--- src/rtl/bram_arbiter_if.sv ---
// Requester-side and BRAM-side signal bundle for the round-robin BRAM arbiter.
// Per-requester fields are flattened, with requester i at slice i.
interface bram_arbiter_if #(
  parameter int BRAM_ADDR_WIDTH = 6,
  parameter int BRAM_DATA_WIDTH = 32,
  parameter int NUM_REQ         = 2
);
  localparam int BE_WIDTH = BRAM_DATA_WIDTH / 8;

  logic [NUM_REQ-1:0]                 req_valid;
  logic [NUM_REQ-1:0]                 req_ready;
  logic [NUM_REQ-1:0]                 req_write;
  logic [NUM_REQ-1:0]                 req_last;
  logic [NUM_REQ*BE_WIDTH-1:0]        req_be;
  logic [NUM_REQ*BRAM_ADDR_WIDTH-1:0] req_addr;
  logic [NUM_REQ*BRAM_DATA_WIDTH-1:0] req_wdata;
  logic [NUM_REQ-1:0]                 rsp_valid;
  logic [BRAM_DATA_WIDTH-1:0]         rsp_rdata;
  logic [BRAM_ADDR_WIDTH-1:0]         bram_rd_addr;
  logic [BRAM_ADDR_WIDTH-1:0]         bram_wr_addr;
  logic [BE_WIDTH-1:0]                bram_wr_en;
  logic [BRAM_DATA_WIDTH-1:0]         bram_din;
  logic [BRAM_DATA_WIDTH-1:0]         bram_dout;

  // The arbiter's view: requests and BRAM read data come in, grants/responses/BRAM controls go out.
  modport slave (
    input  req_valid, req_write, req_last, req_be, req_addr, req_wdata, bram_dout,
    output req_ready, rsp_valid, rsp_rdata, bram_rd_addr, bram_wr_addr, bram_wr_en, bram_din
  );

  // The environment's view: requesters plus the BRAM itself.
  modport master (
    output req_valid, req_write, req_last, req_be, req_addr, req_wdata, bram_dout,
    input  req_ready, rsp_valid, rsp_rdata, bram_rd_addr, bram_wr_addr, bram_wr_en, bram_din
  );
endinterface

--- src/rtl/bram_arbiter.sv ---
// Round-robin arbiter sharing one bram_block among NUM_REQ requesters, one access per cycle,
// with locked bursts capped at MAX_BURST beats and a one-cycle read-return path.
module bram_arbiter #(
  parameter int BRAM_ADDR_WIDTH = 6,
  parameter int BRAM_DATA_WIDTH = 32,
  parameter int NUM_REQ         = 2,
  parameter int MAX_BURST       = 8
) (
  input logic           clock,
  input logic           reset,
  bram_arbiter_if.slave bus
);
  localparam int BE_WIDTH  = BRAM_DATA_WIDTH / 8;
  localparam int ID_WIDTH  = (NUM_REQ > 1) ? $clog2(NUM_REQ) : 1;
  localparam int CNT_WIDTH = $clog2(MAX_BURST + 1);

  typedef enum logic {UNLOCKED, LOCKED} state_t;

  state_t                     state, state_next;
  logic [ID_WIDTH-1:0]        prio_ptr, prio_next;
  logic [ID_WIDTH-1:0]        lock_id, lock_id_next;
  logic [CNT_WIDTH-1:0]       beat_cnt, beat_next, beat_inc;
  logic                       rsp_pend;
  logic [ID_WIDTH-1:0]        rsp_id;
  logic                       grant_any;
  logic [ID_WIDTH-1:0]        grant_id;
  logic [ID_WIDTH-1:0]        grant_succ;
  logic                       acc_write;
  logic                       acc_last;
  logic [BE_WIDTH-1:0]        acc_be;
  logic [BRAM_ADDR_WIDTH-1:0] acc_addr;
  logic [BRAM_DATA_WIDTH-1:0] acc_wdata;
  logic [BRAM_ADDR_WIDTH-1:0] rd_addr_q, wr_addr_q;
  logic [BRAM_DATA_WIDTH-1:0] din_q;

  assign acc_write  = bus.req_write[grant_id];
  assign acc_last   = bus.req_last[grant_id];
  assign acc_be     = bus.req_be[int'(grant_id)*BE_WIDTH +: BE_WIDTH];
  assign acc_addr   = bus.req_addr[int'(grant_id)*BRAM_ADDR_WIDTH +: BRAM_ADDR_WIDTH];
  assign acc_wdata  = bus.req_wdata[int'(grant_id)*BRAM_DATA_WIDTH +: BRAM_DATA_WIDTH];
  assign beat_inc   = beat_cnt + 1'b1;
  assign grant_succ = (int'(grant_id) == NUM_REQ - 1) ? '0 : grant_id + 1'b1;

  // FSM state register plus the burst/priority bookkeeping that moves with it.
  always_ff @(posedge clock or posedge reset) begin
    if (reset) begin
      state    <= UNLOCKED;
      prio_ptr <= '0;
      lock_id  <= '0;
      beat_cnt <= '0;
    end else begin
      state    <= state_next;
      prio_ptr <= prio_next;
      lock_id  <= lock_id_next;
      beat_cnt <= beat_next;
    end
  end

  // Next state: a last beat or the MAX_BURST-th beat releases, any other beat locks to the winner.
  always_comb begin
    state_next   = state;
    prio_next    = prio_ptr;
    lock_id_next = lock_id;
    beat_next    = beat_cnt;
    if (grant_any) begin
      if (acc_last || (beat_inc == CNT_WIDTH'(MAX_BURST))) begin
        state_next = UNLOCKED;
        beat_next  = '0;
        prio_next  = grant_succ;
      end else begin
        state_next   = LOCKED;
        lock_id_next = grant_id;
        beat_next    = beat_inc;
      end
    end
  end

  // FSM output: pick the winner; lower scan offset from prio_ptr wins, so scan from the far end down.
  always_comb begin
    int idx;
    grant_any = 1'b0;
    grant_id  = '0;
    idx       = 0;
    if (!reset) begin
      if (state == LOCKED) begin
        if (bus.req_valid[lock_id]) begin
          grant_any = 1'b1;
          grant_id  = lock_id;
        end
      end else begin
        for (int k = NUM_REQ - 1; k >= 0; k--) begin
          idx = (int'(prio_ptr) + k) % NUM_REQ;
          if (bus.req_valid[idx]) begin
            grant_any = 1'b1;
            grant_id  = ID_WIDTH'(idx);
          end
        end
      end
    end
  end

  // Read-return register and the held BRAM address/data shown while nobody is granted.
  always_ff @(posedge clock or posedge reset) begin
    if (reset) begin
      rsp_pend  <= 1'b0;
      rsp_id    <= '0;
      rd_addr_q <= '0;
      wr_addr_q <= '0;
      din_q     <= '0;
    end else begin
      rsp_pend <= grant_any & ~acc_write;
      rsp_id   <= grant_id;
      if (grant_any && acc_write) begin
        wr_addr_q <= acc_addr;
        din_q     <= acc_wdata;
      end
      if (grant_any && !acc_write) begin
        rd_addr_q <= acc_addr;
      end
    end
  end

  // Ready is the one-hot grant, produced in the same cycle as the request.
  always_comb begin
    bus.req_ready           = '0;
    bus.req_ready[grant_id] = grant_any;
  end

  // Response valid points at the requester whose read was accepted last cycle.
  always_comb begin
    bus.rsp_valid         = '0;
    bus.rsp_valid[rsp_id] = rsp_pend;
  end

  // BRAM drive: the accepted beat goes straight through so a write lands on the edge ending its cycle.
  always_comb begin
    bus.bram_wr_en   = (grant_any && acc_write) ? acc_be : '0;
    bus.bram_wr_addr = (grant_any && acc_write) ? acc_addr : wr_addr_q;
    bus.bram_din     = (grant_any && acc_write) ? acc_wdata : din_q;
    bus.bram_rd_addr = (grant_any && !acc_write) ? acc_addr : rd_addr_q;
    bus.rsp_rdata    = rsp_pend ? bus.bram_dout : '0;
  end
endmodule

--- src/flat_wrapper.sv ---
// flat-port wrapper written by rule: the top's interface ports become plain ports
module bram_arbiter_flat 
#(
  parameter int BRAM_ADDR_WIDTH = 6,
  parameter int BRAM_DATA_WIDTH = 32,
  parameter int NUM_REQ         = 2,
  parameter int MAX_BURST       = 8
)
  (clock, reset, bus_req_valid, bus_req_write, bus_req_last, bus_req_be, bus_req_addr, bus_req_wdata, bus_bram_dout, bus_req_ready, bus_rsp_valid, bus_rsp_rdata, bus_bram_rd_addr, bus_bram_wr_addr, bus_bram_wr_en, bus_bram_din);
  bram_arbiter_if #(.BRAM_ADDR_WIDTH(BRAM_ADDR_WIDTH), .BRAM_DATA_WIDTH(BRAM_DATA_WIDTH), .NUM_REQ(NUM_REQ)) bus_i ();
  input logic clock;
  input logic reset;
  input wire logic [$bits(bus_i.req_valid)-1:0] bus_req_valid;
  input wire logic [$bits(bus_i.req_write)-1:0] bus_req_write;
  input wire logic [$bits(bus_i.req_last)-1:0] bus_req_last;
  input wire logic [$bits(bus_i.req_be)-1:0] bus_req_be;
  input wire logic [$bits(bus_i.req_addr)-1:0] bus_req_addr;
  input wire logic [$bits(bus_i.req_wdata)-1:0] bus_req_wdata;
  input wire logic [$bits(bus_i.bram_dout)-1:0] bus_bram_dout;
  output wire logic [$bits(bus_i.req_ready)-1:0] bus_req_ready;
  output wire logic [$bits(bus_i.rsp_valid)-1:0] bus_rsp_valid;
  output wire logic [$bits(bus_i.rsp_rdata)-1:0] bus_rsp_rdata;
  output wire logic [$bits(bus_i.bram_rd_addr)-1:0] bus_bram_rd_addr;
  output wire logic [$bits(bus_i.bram_wr_addr)-1:0] bus_bram_wr_addr;
  output wire logic [$bits(bus_i.bram_wr_en)-1:0] bus_bram_wr_en;
  output wire logic [$bits(bus_i.bram_din)-1:0] bus_bram_din;
  assign bus_i.req_valid = bus_req_valid;
  assign bus_i.req_write = bus_req_write;
  assign bus_i.req_last = bus_req_last;
  assign bus_i.req_be = bus_req_be;
  assign bus_i.req_addr = bus_req_addr;
  assign bus_i.req_wdata = bus_req_wdata;
  assign bus_i.bram_dout = bus_bram_dout;
  assign bus_req_ready = bus_i.req_ready;
  assign bus_rsp_valid = bus_i.rsp_valid;
  assign bus_rsp_rdata = bus_i.rsp_rdata;
  assign bus_bram_rd_addr = bus_i.bram_rd_addr;
  assign bus_bram_wr_addr = bus_i.bram_wr_addr;
  assign bus_bram_wr_en = bus_i.bram_wr_en;
  assign bus_bram_din = bus_i.bram_din;
  bram_arbiter #(.BRAM_ADDR_WIDTH(BRAM_ADDR_WIDTH), .BRAM_DATA_WIDTH(BRAM_DATA_WIDTH), .NUM_REQ(NUM_REQ), .MAX_BURST(MAX_BURST)) u_core (.clock(clock), .reset(reset), .bus(bus_i));
endmodule
--- config.mk ---
export PLATFORM = sky130hd
export DESIGN_NAME = bram_arbiter_flat
export DESIGN_NICKNAME = d
export VERILOG_FILES = /design/src/rtl/bram_arbiter_if.sv /design/src/rtl/bram_arbiter.sv /design/src/flat_wrapper.sv
export SDC_FILE = /design/constraint.sdc
export NUM_CORES = 1
export LEC_CHECK = 0
export ABC_CLOCK_PERIOD_IN_PS = 8100
export BUFFER_PORTS_ARGS = -buffer_cell sky130_fd_sc_hd__buf_2
export CORE_MARGIN = 4
export CORE_UTILIZATION = 44
export CTS_CLUSTER_SIZE = 30
export DETAILED_ROUTE_END_ITERATION = 8
export PLACE_DENSITY = 0.84
export SYNTH_ARGS = -nofsm -noshare
export SYNTH_HDL_FRONTEND = slang
export SYNTH_SLANG_ARGS = --single-unit
--- constraint.sdc ---
create_clock -name clock -period 8.1 [get_ports clock]
set_clock_uncertainty 0.2 [all_clocks]
set_input_delay 1.215 -clock clock [delete_from_list [all_inputs] [get_ports clock]]
set_output_delay 1.215 -clock clock [all_outputs]
set_load 0.01 [all_outputs]
* Word level (Yosys, flattened, before mapping) *
Cells that the tools add are included.

storage, ports and cells
  logic and storage cells = 71
  input port bits = 124
  output and inout bits = 84
  register bits after elaboration = 53

operators by class
  bitwise operators = 6
  mux-type cells = 33
  reductions and logical operators = 8
  add/sub/neg operators = 3
  equality and inequality tests = 1
  shift operators = 3
  multiply operators = 1
  magnitude comparators = 7

operator list
  kind                                                number
  2-to-1 mux 32 bit                                   2
  indexed part select 64 x 7 -> 32 bit                1
  indexed part select 12 x 32 -> 6 bit                1
  2-to-1 mux 1 bit                                    25
  2-to-1 mux 6 bit                                    2
  < comparator 1 x 2 -> 1 bit, second input constant  4
  2-to-1 mux 4 bit                                    2
  indexed part select 8 x 4 -> 4 bit                  1
  adder 4 x 1 -> 4 bit, second input constant         1
  bitwise AND 2 bit                                   2
  equality test 4 bit, second input constant          1
  logical AND 1 bit                                   4
  AND reduction 2 bit                                 2
  < comparator 2 x 3 -> 1 bit, second input constant  1
  multiplier 1 x 2 -> 3 bit, second input constant    1
  adder 1 bit, second input constant                  2
  demux 1 bit (select 1 bit)                          2
  >= comparator 1 bit, second input constant          2
  inverter 1 bit                                      2
  bitwise AND 1 bit                                   1
  bitwise AND 1 bit, first input constant             1
  logical NOT 1 bit                                   1
  logical OR 1 bit                                    1

* Logic depth before layout (Yosys ltp) *
Gate-level depths: netlist of run 1.

  word-level depth = 14
  gate-level depth with buffers = 7
  gate-level depth less buffers = 5

* Worst setup path after synthesis of run 1 *
Ideal clock, no wire load.

  path type = input-to-output
  from = input reset
  to = output bus_bram_wr_addr[3]
  data required time = 6.685 ns
  path slack = 3.116 ns
  cell stages on the path = 7
  data arrival time = 3.569 ns
  path buffers = 2
  cells stage by stage = inv_1 o21ai_1 a211oi_2 buf_4 buf_4 nor2_1 a21oi_1

between the ends
  word-level cells in the longest chain between the ends = 5
  elaborated cells on any way between the ends = 8
  those cells by class = mul: 1; shift: 1; mux: 5; reduce/logical: 1

RTL lines
  element                                                            RTL line             source
  start: declaration                                                 flat_wrapper.sv:12   input logic reset;
  branches (longest 4 deep; another with multiplier 1 x 2 -> 3 bit)  -
  2-to-1 mux 6 bit *                                                 bram_arbiter.sv:138  bus.bram_wr_addr = (grant_any && acc_write) ? acc_addr : wr_addr_q;
  end: declaration                                                   flat_wrapper.sv:24   output wire logic [$bits(bus_i.bram_wr_addr)-1:0] bus_bram_wr_addr;

Mark *: on every way between the ends. The select of a mux whose other input is x is not followed.

* Final worst setup path of run 1 *
  from = input reset
  to = output bus_bram_din[26]

between the ends
  word-level cells in the longest chain between the ends = 5
  elaborated cells on any way between the ends = 7
  those cells by class = shift: 1; mux: 5; reduce/logical: 1

RTL lines
  element                                                                       RTL line             source
  branches (longest 4 deep; another with indexed part select 64 x 7 -> 32 bit)  -
  2-to-1 mux 32 bit *                                                           bram_arbiter.sv:139  bus.bram_din = (grant_any && acc_write) ? acc_wdata : din_q;
  end: declaration                                                              flat_wrapper.sv:26   output wire logic [$bits(bus_i.bram_din)-1:0] bus_bram_din;

Marked as above.

==> results of run 1 <==
-- flip-flops by register name, indices dropped and copies added (netlist names), 4 cells and up --
name,flops
u_core.din_q,32
u_core.rd_addr_q,6
u_core.wr_addr_q,6
u_core.beat_cnt,4
-- worst register-to-register path: stages (launching register included) --
cell and delay [ps]:
dfrtp_1 460, nor3b_2 300, o31ai_1 170, a211oi_4 250
buf_4 590, nor2_1 120, a21oi_1 240
-- area by class of cell --
| class | count | share of cell area |
|---|---|---|
| Multi-Input combinational cell | 207 | 0.341 |
| Inverter | 9 | 0.00847 |
| Clock buffer | 5 | 0.0173 |
| Clock inverter | 2 | 0.00973 |
| Timing Repair Buffer | 211 | 0.267 |
| Tap cell | 75 | 0.0235 |
| Sequential cell | 53 | 0.333 |
-- per-stage QoR --
step,worst slack [ps],power (mW),util,std cells
after global placement,3080,0.767,0.640,555
after CTS,3010,0.962,0.658,562
final,3080,0.951,0.658,562
after floorplan,3120,0.622,-,285
after detailed placement,3020,0.784,0.640,555
after global routing,2760,1.02,0.658,562
-- how the worst min path moves through the flow --
stage,from,endpoint,slack [ps],depth (start not counted)
5_1_grt,u_core.rd_addr_q[2],u_core.rd_addr_q[2],350,2
3_3_place_gp,u_core.rd_addr_q[0],u_core.rd_addr_q[0],310,2
3_5_place_dp,u_core.rd_addr_q[2],u_core.rd_addr_q[2],310,2
4_1_cts,u_core.rd_addr_q[2],u_core.rd_addr_q[2],330,2
6_report,u_core.rd_addr_q[2],u_core.rd_addr_q[2],320,2
2_1_floorplan,u_core.lock_id,u_core.lock_id,290,1
-- cells in the mapped netlist (all sizes together), types with 2 or more instances --
master and count:
a21oi 39, and2 34, buf 9, clkbuf 7, dfrtp 53, inv 9, mux2 2, mux2i 49
nand2 8, nand2b 3, nand3b 2, nand4 2, nor2 44, nor2b 2, nor3 3, o21ai 5
-- placed cells by master (no fill, tap or decap), types with 3 or more instances in the layout --
cell	Yosys	layout
and2_1	34	34
dfrtp_1	53	53
inv_1	9	8
buf_4	6	4
mux2i_1	49	49
nand2b_1	3	3
nor2_1	44	44
nand2_1	7	7
a21oi_1	39	39
o21ai_0	4	4
clkbuf_8	0	5
buf_2	3	207
-- routing by layer --
metal,wire (um),GRT usage,up-vias,share of wire
li1,-,-,1366,-
met1,2800,0.208,1222,0.35
met2,4120,0.371,145,0.52
met3,904,0.0555,10,0.11
met4,119,0.0516,0,0.015
met5,0,0,-,0
-- report_power, final --
part	internal [mW]	switching [mW]
sequential	0.354	0.0397
combinational	0.166	0.214
clock	0.0916	0.0855
-- cells by family after synthesis --
kind of cell | Yosys count | synth area share
flops | 53 | 0.474
simple gates | 104 | 0.191
buf+inv | 25 | 0.0443
compound gates | 50 | 0.100
mux | 51 | 0.183
fa+ha+maj | 1 | 0.00447
xor+xnor | 1 | 0.00313
==> metrics.md, run 1 <==
| Metric | Value |
|---|---|
| Max cap viols | 0 |
| Multi-input logic area | 1360 sq um |
| Routed WL | 7950 um |
| Core Region | 6060 sq um |
| Finished Cell Area | 3990 sq um |
| WP depth | 9 |
| Main synth FF type | dfrtp_1 |
| Cell taking the most area after synthesis | dfrtp_1 |
| Reg-to-reg endpoint | u_core.din_q[26] |
| R2r worst-path depth | 6 |
| GRT Total Usage | 0.195 |
| F_max | 199 MHz |
| Critical Path Source | reset |
| Fraction of registers with async set/reset | 1.00 |
| Vias in the first global route | 2646 |
| First-pass GRT wire length | 11800 um |
| First-pass DRT Iterations | 5 |
| I/O Pins | 208 |
| Post-synth EDFFs | 0 |
| Syn nets | 410 |
| Yosys reg bits | 53 |
| Slew headroom | 0.535 |
| CP cell instances | buf_2 > inv_2 > buf_4 > o21ai_1 > a211oi_4 > buf_4 > nor2_1 > a21oi_1 > buf_2 |
| RSZ-0062 raised after global routing | no |
| Final min period | 5020 ps |
| ANT nets after route | 0 |
| Top cells by area in the synthesized netlist | dfrtp_1 (47%), mux2i_1 (18%), and2_1 (7.6%), a21oi_1 (7.0%), nor2_1 (5.9%) |
| Number of buffers created by CTS | 5 |
| Reg clk slew, reported paths | 90 ps |
| FILL cells | 517 |
| Yosys Warn Count | 0 |
| Chip height | 87.7 um |
| Latest clock arrival within the worst-skew pair | 290 ps |
| Synthesized cell area | 2800 sq um |
| Pin count of the biggest net entering global routing | 77 |
| Register area | 1330 sq um |
| Max VDD drop | 0.131 mV |
| Cell row count | 28 |
| Post-placement cell area | 3880 sq um |
| Crit end category | output port |
| Number of port buffers | 207 |
| Antenna violations before repair | 0 |
| ANT cells | 0 |
| Hold Buf Count CTS | 0 |
| H-tree Lvls | 2 |
| Worst stage delay on the critical path | 590 ps |
| Setup TNS after final layout | 0 ps |
| Top delay family on crit path | buffers and inverters |
| Final #Nets | 612 |
| Sequential fraction of the synthesis area | 0.474 |
| Layout cells sized above 1 | 0.464 |
| Min-Delay Path Class | flip-flop to flip-flop |
| CTS tree | yes |
| Setup crit end | bus_bram_din[26] |
| Initial Util | 0.462 |
| Clk sinks | 53 |
| Worst-path fanout max | 76 |
| Vias per cell | 4.88 |
| Worst endpoint required time | 6680 ps |
| Top cell type's share of synthesized area | 0.474 |
| Iter 0 DRT Violations | 50 |
| Hpwl dp | 6340 um |
| Lkg Pwr | 2.08 nW |
| Post_cts resized | 0 |
| Post-CTS Setup Bufs | 0 |
| Critical path's slowest cell | buf_4 |
| Crit path DAT | 3610 ps |
| Buf+Inv Stages, Crit Path | 5 |
| Cells after Synth | 285 |
| Worst-case clock buffer depth | 2 |
| Full die area | 7700 sq um |
| Area grow syn2layout | 42.5% |
| Run status | completed |
| Via count | 2743 |
| Critical Setup Path Class | primary input to output port |
| Pwr/cell area | 239 nW/um^2 |
| Gpl congestion | 0.763 |
| Overflow after GRT | 0 |
| Min Hold Slack | 321 ps |
| DRC | 0 |
| Fin crit share | 0.620 |
| Die extent in x | 87.7 um |
| Routed len/inst | 14.1 um |
| Pins Over Slew Limit | 0 |
| Distinct cells, synth | 35 |
| Avg Inst Size Synth | 9.82 sq um |
| Clock root buffer | clkbuf_8 |
| R2R Setup Slk | 5670 ps |
| Setup violations, final | 0 |
| Fin. Hold Viols | 0 |
| Actual slew at the worst max-slew pin | 698 ps |
| Worst reg2reg startpoint | u_core.state |
| CP Launch Type | primary input |
Note: power is estimated with default switching activity, not from simulation.
==> run 2, diff against run 1 <==
--- a/config.mk
+++ b/config.mk
@@ -5,13 +5,13 @@
 export SDC_FILE = /design/constraint.sdc
 export NUM_CORES = 1
 export LEC_CHECK = 0
-export ABC_CLOCK_PERIOD_IN_PS = 8100
+export ABC_CLOCK_PERIOD_IN_PS = 5100
 export BUFFER_PORTS_ARGS = -buffer_cell sky130_fd_sc_hd__buf_2
 export CORE_MARGIN = 4
-export CORE_UTILIZATION = 44
+export CORE_UTILIZATION = 41
 export CTS_CLUSTER_SIZE = 30
 export DETAILED_ROUTE_END_ITERATION = 8
-export PLACE_DENSITY = 0.84
+export PLACE_DENSITY = 0.78
 export SYNTH_ARGS = -nofsm -noshare
 export SYNTH_HDL_FRONTEND = slang
 export SYNTH_SLANG_ARGS = --single-unit
==> constraint.sdc (replaced) <==
create_clock -name clock -period 5.1 [get_ports clock]
set_clock_uncertainty 0.2 [all_clocks]
set_input_delay 0.765 -clock clock [delete_from_list [all_inputs] [get_ports clock]]
set_output_delay 0.765 -clock clock [all_outputs]
set_load 0.01 [all_outputs]
==> metrics.md, run 2 (same netlist as run 1, synthesis figures left out) <==
| Metric | Value |
|---|---|
| Run status | completed |
| Via count | 2717 |
| First-pass DRT Iterations | 4 |
| Min-Delay Path Class | flip-flop to flip-flop |
| H-tree Lvls | 2 |
| F_max | 294 MHz |
| Final #Nets | 613 |
| Post-CTS Setup Bufs | 0 |
| Most frequent cells in the layout | buf_2 (207), dfrtp_1 (53), mux2i_1 (49) |
| Pins Over Slew Limit | 0 |
| Routed WL | 8180 um |
| ANT nets after route | 0 |
| Total Power | 1.51 mW |
| Cell row count | 29 |
| Max VDD drop | 0.245 mV |
| Vias in the first global route | 2742 |
| Antenna violations before repair | 0 |
| Setup TNS after final layout | 0 ps |
| Slew headroom | 0.557 |
| Critical Path Source | bus_req_valid[0] |
| Worst endpoint required time | 4140 ps |
| Hold EP | u_core.rd_addr_q[3] |
| Vias per cell | 4.80 |
| CTS tree | yes |
| Setup violations, final | 0 |
| RSZ-0062 raised after global routing | no |
| HP Start | u_core.rd_addr_q[3] |
| Biggest register | u_core.din_q |
| GRT Total Usage | 0.194 |
| Commonest non-fill, non-tap cell in the layout | buf_2 |
| Critical Setup Path Class | primary input to output port |
| GRT met2 Usage | 0.359 |
| Hpwl dp | 6590 um |
| Reg-to-reg endpoint | u_core.lock_id |
| Initial Util | 0.431 |
| Fin. Hold Viols | 0 |
| First-pass GRT wire length | 13100 um |
| I/O Pins | 208 |
| Clk sinks | 53 |
| Pin count of the biggest net entering global routing | 55 |
| Worst reg2reg startpoint | u_core.state |
| Reg clk slew, reported paths | 100 ps |
| Top Usage Layer GRT | met2 |
| Crit path DAT | 2430 ps |
| Top flop regs | u_core.din_q: 32 flops, u_core.rd_addr_q: 6 flops, u_core.wr_addr_q: 6 flops |
| Gpl congestion | 0.875 |
| Crit end category | output port |
| Worst-case clock buffer depth | 2 |
| Chip height | 90.6 um |
| Worst-path fanout max | 46 |
| R2R Setup Slk | 2770 ps |
| Met3 usage | 0.0583 |
| Latest clock arrival within the worst-skew pair | 290 ps |
| Clock root buffer | clkbuf_8 |
| Overflow after GRT | 0 |
| Hold Buf Count CTS | 0 |
| Core Region | 6490 sq um |
| Iter 0 DRT Violations | 67 |
| WHS Path Cells | 2 |
| DRC | 0 |
| Fin crit share | 0.666 |
| Lkg Pwr | 2.09 nW |
| Area grow syn2layout | 43.0% |
| Max FFs per register | 32 |
| Grt met1 use | 0.219 |
| ANT cells | 0 |
| Pwr/cell area | 378 nW/um^2 |
| Layout cells sized above 1 | 0.464 |
| Number of buffers created by CTS | 5 |
| Die extent in x | 90.6 um |
| Number of port buffers | 207 |
| Final min period | 3400 ps |
| CP Launch Type | primary input |
| Max cap viols | 0 |
| Post_cts resized | 0 |
| R2r worst-path depth | 6 |
| Routed len/inst | 14.5 um |
| Full die area | 8210 sq um |
| Actual slew at the worst max-slew pin | 665 ps |
[run 2: layout make-up]
class | count | area (sq um)
well taps | 77 | 96.3
multi-input cells | 207 | 1360
inverters | 9 | 33.8
repair buffers | 212 | 1070
flip-flops and latches | 53 | 1330
clock buffers | 6 | 72.6
clock inverters | 2 | 38.8
fillers | 596 | 2490
[run 2: power breakdown]
group	leakage [nW]	internal (mW)	switching [mW]
clock network	0.0554	0.148	0.134
logic	1.44	0.265	0.342
registers	0.598	0.562	0.0603
total	2.09	0.975	0.536
[run 2: through the flow]
| stage | setup WS (ps) | instance area (sq um) | hold WS, ps | utilization | std cells |
|---|---|---|---|---|---|
| 6_report | 1700 | 4000 | 331 | 0.616 | 566 |
| 5_1_grt | 1500 | 4000 | 356 | 0.616 | 566 |
| 4_1_cts | 1690 | 4000 | 338 | 0.616 | 566 |
| 3_5_place_dp | 1700 | 3890 | 319 | 0.599 | 558 |
| 3_3_place_gp | 1740 | 3890 | 306 | 0.599 | 558 |
| 2_1_floorplan | 1020 | 2800 | 287 | - | 285 |
[run 2: worst max path at each step]
stage	end	slack, ps
4_1_cts	bus_bram_rd_addr[0]	1690
2_1_floorplan	bus_bram_wr_addr[3]	1020
3_5_place_dp	bus_bram_rd_addr[0]	1700
3_3_place_gp	bus_bram_rd_addr[0]	1740
5_1_grt	bus_bram_din[8]	1500
6_report	bus_bram_din[11]	1700
[run 2: worst max-delay path: stages]
cell and delay, ps:
buf_2 100, nor3b_2 250, o31ai_1 160, a211oi_4 290
buf_4 430, nor2_1 90, a21oi_1 170, buf_2 160
[run 2: metal layers]
metal,up-vias,share of wire
li1,1369,-
met5,-,0
met4,0,0.0092
met3,6,0.11
met2,139,0.51
met1,1203,0.38
